==> src/rtl/hvsync_generator_pkg.sv <==
// rtl/hvsync_generator_pkg.sv - VGA 640x480@60 timing constants shared by the video blocks
package hvsync_generator_pkg;

  localparam int POS_W = 10;

  localparam int H_DISPLAY = 640;
  localparam int H_FRONT   = 16;
  localparam int H_SYNC    = 96;
  localparam int H_BACK    = 48;
  localparam int V_DISPLAY = 480;
  localparam int V_FRONT   = 10;
  localparam int V_SYNC    = 2;
  localparam int V_BACK    = 33;

  localparam int H_TOTAL  = H_DISPLAY + H_FRONT + H_SYNC + H_BACK;
  localparam int V_TOTAL  = V_DISPLAY + V_FRONT + V_SYNC + V_BACK;
  localparam int HS_START = H_DISPLAY + H_FRONT;
  localparam int HS_END   = HS_START + H_SYNC - 1;
  localparam int VS_START = V_DISPLAY + V_FRONT;
  localparam int VS_END   = VS_START + V_SYNC - 1;

  // Inclusive window test used for both sync pulses.
  function automatic logic in_window(input logic [POS_W-1:0] pos,
                                     input logic [POS_W-1:0] first,
                                     input logic [POS_W-1:0] last);
    return (pos >= first) && (pos <= last);
  endfunction

endpackage

==> src/rtl/hvsync_generator_if.sv <==
// rtl/hvsync_generator_if.sv - raster position and sync bundle produced by hvsync_generator
interface hvsync_generator_if;
  import hvsync_generator_pkg::*;

  logic             hsync;
  logic             vsync;
  logic             display_on;
  logic [POS_W-1:0] hpos;
  logic [POS_W-1:0] vpos;

  modport master (output hsync, vsync, display_on, hpos, vpos);
  modport slave  (input  hsync, vsync, display_on, hpos, vpos);

endinterface

==> src/rtl/hvsync_generator_wrap_counter.sv <==
// rtl/hvsync_generator_wrap_counter.sv - modulo counter with enable, next-value tap and wrap pulse
module wrap_counter #(
  parameter int WIDTH   = 10,
  parameter int MODULUS = 800
) (
  input  logic             clk,
  input  logic             rst,
  input  logic             en_i,
  output logic [WIDTH-1:0] count_o,
  output logic [WIDTH-1:0] next_o,
  output logic             wrap_o
);

  localparam logic [WIDTH-1:0] LAST = WIDTH'(MODULUS - 1);

  logic [WIDTH-1:0] count_q, count_d;

  always_comb begin
    count_d = count_q;
    if (en_i) begin
      count_d = (count_q == LAST) ? '0 : count_q + WIDTH'(1);
    end
  end

  always_ff @(posedge clk or posedge rst) begin
    if (rst) begin
      count_q <= '0;
    end else begin
      count_q <= count_d;
    end
  end

  assign count_o = count_q;
  // next_o lets a parent register decodes in step with the counter itself.
  assign next_o  = count_d;
  assign wrap_o  = en_i && (count_q == LAST);

endmodule

==> src/rtl/hvsync_generator.sv <==
// rtl/hvsync_generator.sv - VGA raster counters with registered, zero-skew sync and visible flags
module hvsync_generator
  import hvsync_generator_pkg::*;
#(
  parameter int H_DISPLAY = hvsync_generator_pkg::H_DISPLAY,
  parameter int H_FRONT   = hvsync_generator_pkg::H_FRONT,
  parameter int H_SYNC    = hvsync_generator_pkg::H_SYNC,
  parameter int H_BACK    = hvsync_generator_pkg::H_BACK,
  parameter int V_DISPLAY = hvsync_generator_pkg::V_DISPLAY,
  parameter int V_FRONT   = hvsync_generator_pkg::V_FRONT,
  parameter int V_SYNC    = hvsync_generator_pkg::V_SYNC,
  parameter int V_BACK    = hvsync_generator_pkg::V_BACK,
  parameter bit SYNC_POL  = 1'b0
) (
  input  logic                clk,
  input  logic                reset,
  hvsync_generator_if.master  vga
);

  localparam int L_H_TOTAL = H_DISPLAY + H_FRONT + H_SYNC + H_BACK;
  localparam int L_V_TOTAL = V_DISPLAY + V_FRONT + V_SYNC + V_BACK;

  localparam logic [POS_W-1:0] HS_FIRST = POS_W'(H_DISPLAY + H_FRONT);
  localparam logic [POS_W-1:0] HS_LAST  = POS_W'(H_DISPLAY + H_FRONT + H_SYNC - 1);
  localparam logic [POS_W-1:0] VS_FIRST = POS_W'(V_DISPLAY + V_FRONT);
  localparam logic [POS_W-1:0] VS_LAST  = POS_W'(V_DISPLAY + V_FRONT + V_SYNC - 1);
  localparam logic [POS_W-1:0] H_VIS    = POS_W'(H_DISPLAY);
  localparam logic [POS_W-1:0] V_VIS    = POS_W'(V_DISPLAY);

  logic [POS_W-1:0] h_count, h_next, v_count, v_next;
  logic             h_wrap;
  logic             v_wrap_unused;

  logic hsync_q, hsync_d;
  logic vsync_q, vsync_d;
  logic display_on_q, display_on_d;

  wrap_counter #(.WIDTH(POS_W), .MODULUS(L_H_TOTAL)) u_hcount (
    .clk     (clk),
    .rst     (reset),
    .en_i    (1'b1),
    .count_o (h_count),
    .next_o  (h_next),
    .wrap_o  (h_wrap)
  );

  wrap_counter #(.WIDTH(POS_W), .MODULUS(L_V_TOTAL)) u_vcount (
    .clk     (clk),
    .rst     (reset),
    .en_i    (h_wrap),
    .count_o (v_count),
    .next_o  (v_next),
    .wrap_o  (v_wrap_unused)
  );

  // Decoding the next counter values keeps the flags aligned with hpos/vpos.
  always_comb begin
    hsync_d      = in_window(h_next, HS_FIRST, HS_LAST) ? SYNC_POL : ~SYNC_POL;
    vsync_d      = in_window(v_next, VS_FIRST, VS_LAST) ? SYNC_POL : ~SYNC_POL;
    display_on_d = (h_next < H_VIS) && (v_next < V_VIS);
  end

  always_ff @(posedge clk or posedge reset) begin
    if (reset) begin
      hsync_q      <= ~SYNC_POL;
      vsync_q      <= ~SYNC_POL;
      display_on_q <= 1'b1;
    end else begin
      hsync_q      <= hsync_d;
      vsync_q      <= vsync_d;
      display_on_q <= display_on_d;
    end
  end

  assign vga.hpos       = h_count;
  assign vga.vpos       = v_count;
  assign vga.hsync      = hsync_q;
  assign vga.vsync      = vsync_q;
  assign vga.display_on = display_on_q;

endmodule

==> src/flat_wrapper.sv <==
// flat-port wrapper written by rule: the top's interface ports become plain ports
module hvsync_generator_flat import hvsync_generator_pkg::*;
#(
  parameter int H_DISPLAY = hvsync_generator_pkg::H_DISPLAY,
  parameter int H_FRONT   = hvsync_generator_pkg::H_FRONT,
  parameter int H_SYNC    = hvsync_generator_pkg::H_SYNC,
  parameter int H_BACK    = hvsync_generator_pkg::H_BACK,
  parameter int V_DISPLAY = hvsync_generator_pkg::V_DISPLAY,
  parameter int V_FRONT   = hvsync_generator_pkg::V_FRONT,
  parameter int V_SYNC    = hvsync_generator_pkg::V_SYNC,
  parameter int V_BACK    = hvsync_generator_pkg::V_BACK,
  parameter bit SYNC_POL  = 1'b0
)
  (clk, reset, vga_hsync, vga_vsync, vga_display_on, vga_hpos, vga_vpos);
  hvsync_generator_if vga_i ();
  input  logic clk;
  input  logic reset;
  output wire logic [$bits(vga_i.hsync)-1:0] vga_hsync;
  output wire logic [$bits(vga_i.vsync)-1:0] vga_vsync;
  output wire logic [$bits(vga_i.display_on)-1:0] vga_display_on;
  output wire logic [$bits(vga_i.hpos)-1:0] vga_hpos;
  output wire logic [$bits(vga_i.vpos)-1:0] vga_vpos;
  assign vga_hsync = vga_i.hsync;
  assign vga_vsync = vga_i.vsync;
  assign vga_display_on = vga_i.display_on;
  assign vga_hpos = vga_i.hpos;
  assign vga_vpos = vga_i.vpos;
  hvsync_generator #(.H_DISPLAY(H_DISPLAY), .H_FRONT(H_FRONT), .H_SYNC(H_SYNC), .H_BACK(H_BACK), .V_DISPLAY(V_DISPLAY), .V_FRONT(V_FRONT), .V_SYNC(V_SYNC), .V_BACK(V_BACK), .SYNC_POL(SYNC_POL)) u_core (.clk(clk), .reset(reset), .vga(vga_i));
endmodule
==> config.mk <==
export PLATFORM = sky130hd
export DESIGN_NAME = hvsync_generator_flat
export DESIGN_NICKNAME = d
export VERILOG_FILES = /design/src/rtl/hvsync_generator_pkg.sv /design/src/rtl/hvsync_generator_if.sv /design/src/rtl/hvsync_generator_wrap_counter.sv /design/src/rtl/hvsync_generator.sv /design/src/flat_wrapper.sv
export SDC_FILE = /design/constraint.sdc
export NUM_CORES = 1
export LEC_CHECK = 0
export ABC_AREA = 1
export BUFFER_PORTS_ARGS = -buffer_cell sky130_fd_sc_hd__buf_2
export CORE_ASPECT_RATIO = 2
export CORE_UTILIZATION = 50
export DETAILED_ROUTE_END_ITERATION = 6
export HOLD_SLACK_MARGIN = 0.06
export PLACE_DENSITY_LB_ADDON = 0.08
export REMOVE_ABC_BUFFERS = 1
export SYNTH_ARGS = -nofsm -noshare
export SYNTH_HDL_FRONTEND = slang
export SYNTH_SLANG_ARGS = --single-unit
==> constraint.sdc <==
create_clock -name clk -period 2.3 [get_ports clk]
set_input_delay 0 -clock clk [delete_from_list [all_inputs] [get_ports clk]]
set_output_delay 0 -clock clk [all_outputs]
set_load 0.05 [all_outputs]
# --- Yosys cells after proc, flatten, opt, wreduce, memory -nomap -nowiden ---
# Index checks and enable logic that the tools add are counted.
word_totals:
  register_bits: 23
  latch_bits: 0
  ramBits: 0
  mem_bits_ro: 0
  in_bits: 2
  out_inout_bits: 23
  memories: 0
op_classes:
  addsub: 2
  n_mul: 0
  div_mod_pow: 0
  order_cmp: 6
  eq_ne: 2
  shift: 0
  muxes: 5
  bitwise_logic: 0
  reduce_logical: 3
ops:
  columns: ["operator", "count"]
  rows:
  - ["10-bit 2-to-1 mux", 3]
  - ["10-bit by 1-bit adder with 10-bit output (second input constant)", 2]
  - ["10-bit == test (second input constant)", 2]
  - ["10-bit >= comparator (second input constant)", 1]
  - ["10-bit by 9-bit >= comparator with 1-bit output (second input constant)", 1]
  - ["10-bit <= comparator (second input constant)", 1]
  - ["10-bit by 9-bit <= comparator with 1-bit output (second input constant)", 1]
  - ["10-bit less-than comparator (second input constant)", 1]
  - ["10-bit by 9-bit less-than comparator with 1-bit output (second input constant)", 1]
  - ["1-bit logical AND", 3]
  - ["1-bit 2-to-1 mux", 2]

# --- Longest topological paths before layout ---
logic_depth:
  ltp_word: 6
  ltp_mapped: 14
  ltp_nobuf: 13

# --- Cells and area by module ---
# A second synthesis with hierarchy kept.
unflattened:
  hier_cells: 182
  area_unflattened_um2: 1392.6
by_module_without_submodules:
  columns: ["mod", "n_inst", "cells_per_inst", "area_each_um2"]
  rows:
  - ["wrap_counter at u_core.u_vcount", 1, 83, 616.8]
  - ["wrap_counter at u_core.u_hcount", 1, 70, 590.6]
  - ["hvsync_generator", 1, 29, 185.2]

# --- Worst setup path before layout ---
# Ideal clock, no wire load.
synth_path:
  path_kind: "register -> register"
  from: "reg u_core.u_hcount.count_q[0] (netlist: u_core.u_hcount.count_o[0])"
  to: "reg u_core.display_on_q (netlist: u_core.vga.display_on)"
  t_arrival_ps: 1935
  required_ps: 2233
  path_slack_ps: 298
  stages_incl_launch_ff: 12
  synth_period_minus_slack_ps: 2002
  path_cell_list: "dfrtp_1 > ha_1 > nand2_1 > inv_2 > nand2_2 > inv_2 > nand2_8 > nor2_4 > nand3_1 > nand3b_1 > nand3_1 > nor2_1"
synth_between:
  elab_chain_len: 4
  elab_cells_between_ends: 7
  classes_between: "add/sub: 1; order compare: 2; eq/ne: 1; mux: 2; reduce/logical: 1"
synth_lines:
  columns: ["element", "line", "text"]
  rows:
  - ["start: declaration", "hvsync_generator_wrap_counter.sv:16", "logic [WIDTH-1:0] count_q, count_d;"]
  - ["start signal: assignment", "hvsync_generator_wrap_counter.sv:29", "count_q <= count_d;"]
  - ["10-bit by 1-bit adder with 10-bit output or 10-bit == test (tied branches)", "hvsync_generator_wrap_counter.sv:21, hvsync_generator_wrap_counter.sv:36", null]
  - ["10-bit 2-to-1 mux (on tied branches)", "hvsync_generator_wrap_counter.sv:21, hvsync_generator_wrap_counter.sv:20", null]
  - ["10-bit less-than comparator or 10-bit by 9-bit less-than comparator with 1-bit output (tied branches)", "hvsync_generator.sv:60", "display_on_d = (h_next < H_VIS) && (v_next < V_VIS);"]
  - ["1-bit logical AND *", "hvsync_generator.sv:60", null]
  - ["named net u_core.display_on_d", "hvsync_generator.sv:36", "logic display_on_q, display_on_d;"]
  - ["end signal: assignment", "hvsync_generator.sv:71", "display_on_q <= display_on_d;"]
  - ["end: declaration", "hvsync_generator.sv:36", null]
# The timed path passes the listed nets; every way through them passes the cells marked *.

# --- Worst setup path in the final report ---
layout_path:
  from: "reg u_core.u_hcount.count_q[0] (netlist: u_core.u_hcount.count_o[0])"
  to: "reg u_core.vsync_q (netlist: u_core.vga.vsync)"
layout_between:
  elab_chain_len: 5
  elab_cells_between_ends: 6
  classes_between: "order compare: 2; eq/ne: 1; mux: 2; reduce/logical: 1"
layout_lines:
  columns: ["element", "line", "text"]
  rows:
  - ["10-bit == test *", "hvsync_generator_wrap_counter.sv:36", "assign wrap_o = en_i && (count_q == LAST);"]
  - ["10-bit 2-to-1 mux *", "hvsync_generator_wrap_counter.sv:20", "if (en_i) begin"]
  - ["named net u_core.u_vcount.next_o[7]", "hvsync_generator_wrap_counter.sv:10", "output logic [WIDTH-1:0] next_o,"]
  - ["10-bit by 9-bit >= comparator with 1-bit output or 10-bit by 9-bit <= comparator with 1-bit output (tied branches)", "hvsync_generator_pkg.sv:26", "return (pos >= first) && (pos <= last);"]
  - ["1-bit logical AND *", "hvsync_generator_pkg.sv:26", null]
  - ["1-bit 2-to-1 mux *", "hvsync_generator.sv:59", "vsync_d = in_window(v_next, VS_FIRST, VS_LAST) ? SYNC_POL : ~SYNC_POL;"]
  - ["named net u_core.vsync_d", "hvsync_generator.sv:35", "logic vsync_q, vsync_d;"]
  - ["end signal: assignment", "hvsync_generator.sv:66", "vsync_q <= ~SYNC_POL;"]
  - ["end signal: assignment", "hvsync_generator.sv:70", "vsync_q <= vsync_d;"]
  - ["end: declaration", "hvsync_generator.sv:35", null]
# Marked as above.

==> results.sh <==
export IMPL_diodes=0
export IMPL_design_area_mm2=0.00161
export IMPL_wire_per_inst_um=12.6
export IMPL_crit_arrival_ns=2.05
export IMPL_ys_flop_type="dfrtp_1"
export IMPL_die_area_mm2=0.00305
export IMPL_grt_pass1_vias=1227
export IMPL_syn_inst=184
export IMPL_multiInputGateArea_um2=669
export IMPL_core_area_mm2=0.00260
export IMPL_final_cell_mix="nand2_1 (47), inv_1 (32), buf_2 (24)"
export IMPL_hold_path_class="input port to async pin"
export IMPL_slew_violations=0
export IMPL_setup_violations=0
export IMPL_relSlewSlack_pct=41.4
export IMPL_synthesis_area_mm2=0.00141
export IMPL_ff_latch_area_um2=579
export IMPL_die_width_um=39.6
export IMPL_insertion_delay_ns=0.26
export IMPL_drive_gt1_share_pct=25.1
export IMPL_min_period_ns=1.87
export IMPL_cp_max_fo=12
export IMPL_synth_edf_count=0
export IMPL_die_h_um=77.1
export IMPL_status="finished clean"
export IMPL_antenna_found_initial=0
export IMPL_pwr_density_cell_mw_per_mm2=413
export IMPL_final_common_cell="nand2_1"
export IMPL_syn_avg_cell_area_um2=7.66
export IMPL_initial_core_util_pct=54.2
export IMPL_numPortBuffers=24
export IMPL_rows=26
export IMPL_power_leakage_uw=0.000887
export IMPL_ant_nets=0
export IMPL_end_kind="register"
export IMPL_nFillCells=247
export IMPL_rsz0062_at_grt="no"
export IMPL_cts_tree="built"
export IMPL_finalSetupTns_ns=0
export IMPL_fmax_mhz=535
export IMPL_dpl_cell_area_mm2=0.00155
export IMPL_grt_pass1_wl_um=5240
export IMPL_grt_overflow_total=0
export IMPL_ys_ff_latch=23
export IMPL_clock_skew_ns=0.00560
export IMPL_crit_required_ns=2.48
export IMPL_first_pass_iters=4
export IMPL_grt_max_degree=24
export IMPL_cts_htree_levels=1
export IMPL_period_share_pct=81.2
export IMPL_grt_total_usage_pct=23.9
export IMPL_vdd_ir_drop_max_v=0.000403
export IMPL_clockRootBuffer="clkbuf_8"
export IMPL_synth_cell_types=28
export IMPL_path_class="register to register"
export IMPL_num_vias=1234
export IMPL_gp_congestion=0.821
export IMPL_drt_iter0_markers=31
export IMPL_hold_viol_final=0
export IMPL_drc=0
export IMPL_clkTransAtPathRegs_ns=0.08
export IMPL_cts_sink_count=23
export IMPL_startpoint_type="register"
export IMPL_ioPinCount=25
export IMPL_maxCapViolations=0
export IMPL_drt_total_wl_um=3020
export IMPL_cts_buffers=3
export IMPL_post_drt_via_cell_ratio=5.16
export IMPL_fin_nets=218
export IMPL_area_growth_pct=13.8
export IMPL_seq_area_frac_synth_pct=41.1
export IMPL_worst_slew_pin_transition_ns=0.878
export IMPL_cts_repair_resized=0
export IMPL_dp_hpwl_um=2390
export IMPL_yosysWarningCount=0
export IMPL_clk_path_buf_depth=2
export IMPL_reg2reg_slack_ns=0.43
export IMPL_ys_async_sr_fraction_pct=100
## report_power, final
part	leakage (µW)	switching (µW)	internal (µW)	total, µW
sequential	0.000297	0	404	404
combinational	0.000565	8.03	1.78	9.81
clock	0.0000255	128	121	249
## final cells by class
| class | count | area share (%) |
|---|---|---|
| Clock buffer | 3 | 2.57 |
| Clock inverter | 1 | 0.312 |
| Inverter | 38 | 9.04 |
| Multi-Input combinational cell | 121 | 41.7 |
| Sequential cell | 23 | 36.1 |
| Tap cell | 28 | 2.18 |
| Timing Repair Buffer | 25 | 8.11 |
## layer usage
metal / vias to the layer above / part of all wire (%) / GRT usage [%]
met5: - / 0 / 0
met4: 0 / 0.93 / 7.24
met3: 2 / 2.6 / 2.31
met2: 28 / 58 / 44.3
met1: 584 / 38 / 25.6
li1: 620 / - / -
## final timing paths
path | from | depth (start not counted) | endpoint
min in group clk | u_core.u_hcount.count_o[2] | 2 | u_core.u_hcount.count_o[2]
worst max register to register | u_core.u_hcount.count_o[0] | 12 | u_core.vga.vsync
max in group asynchronous | reset | 3 | u_core.u_hcount.count_o[9]
worst min register to register | u_core.u_hcount.count_o[2] | 2 | u_core.u_hcount.count_o[2]
worst min-delay path | reset | 3 | u_core.u_hcount.count_o[4]
worst max-delay path | u_core.u_hcount.count_o[0] | 12 | u_core.vga.vsync
## cell families (layout without fill, tap and decap cells)
family | count (synthesis) | in the layout | synth area share, %
and+or+nand+nor | 102 | 102 | 35.9
buffers and inverters | 40 | 67 | 11.4
DFF | 23 | 23 | 41.1
AOI/OAI and AO/OA | 13 | 13 | 5.68
adders and majority gates | 4 | 4 | 3.55
xor gates and xnor gates | 2 | 2 | 2.31
## what timing repair did
action | CTS | global route
hold buffers | 1 | 0
hold endpoints to repair | 20 | 0
setup buffers | 0 | 0
## state kept, by name (all words and copies together), names as in the netlist
signal	count
u_core.u_hcount.count_o	10
u_core.u_vcount.count_o	10
u_core.vga.display_on	1
u_core.vga.hsync	1
u_core.vga.vsync	1
## critical path: stages (launching register included)
cell	delay, ns
dfrtp_1	0.49
ha_1	0.22
nand2_1	0.09
inv_2	0.07
nand2_2	0.06
inv_2	0.15
nand2_8	0.10
inv_4	0.15
nor2_1	0.07
a21oi_2	0.12
nand3_1	0.13
inv_1	0.07
nand3_1	0.08
## synthesized netlist by cell type, types with 2 or more instances
cell	n	area share (%)
ha_1	4	3.5
nand4_1	5	2.2
o21bai_1	2	1.1
o21ai_0	5	1.8
nor2_1	15	4.0
a21oi_2	2	1.2
nand3_2	2	1.4
xor2_2	2	2.3
nor3_1	4	1.4
dfrtp_1	20	35
inv_2	4	1.1
dfstp_2	3	5.6
nor2_4	2	1.6
nor2_2	4	1.8
nand2_1	47	13
nand2_2	2	0.89
inv_1	32	8.5
nand3_1	17	6.0
a21oi_1	3	1.1
## metrics by stage
step                      power, µW  setup slack, ns  instances  hold slack, ns  utilization [%]
final                           663            0.432        239           0.467             61.7
after global routing            684            0.249        239           0.567             61.7
after CTS                       672            0.429        239           0.504             61.7
after detailed placement        421            0.446        234           0.232             59.5
after global placement          421            0.534        234           0.215             59.5
after floorplan                 418            0.287        182       -0.000300                -
Power figures use the tool's default switching activity.
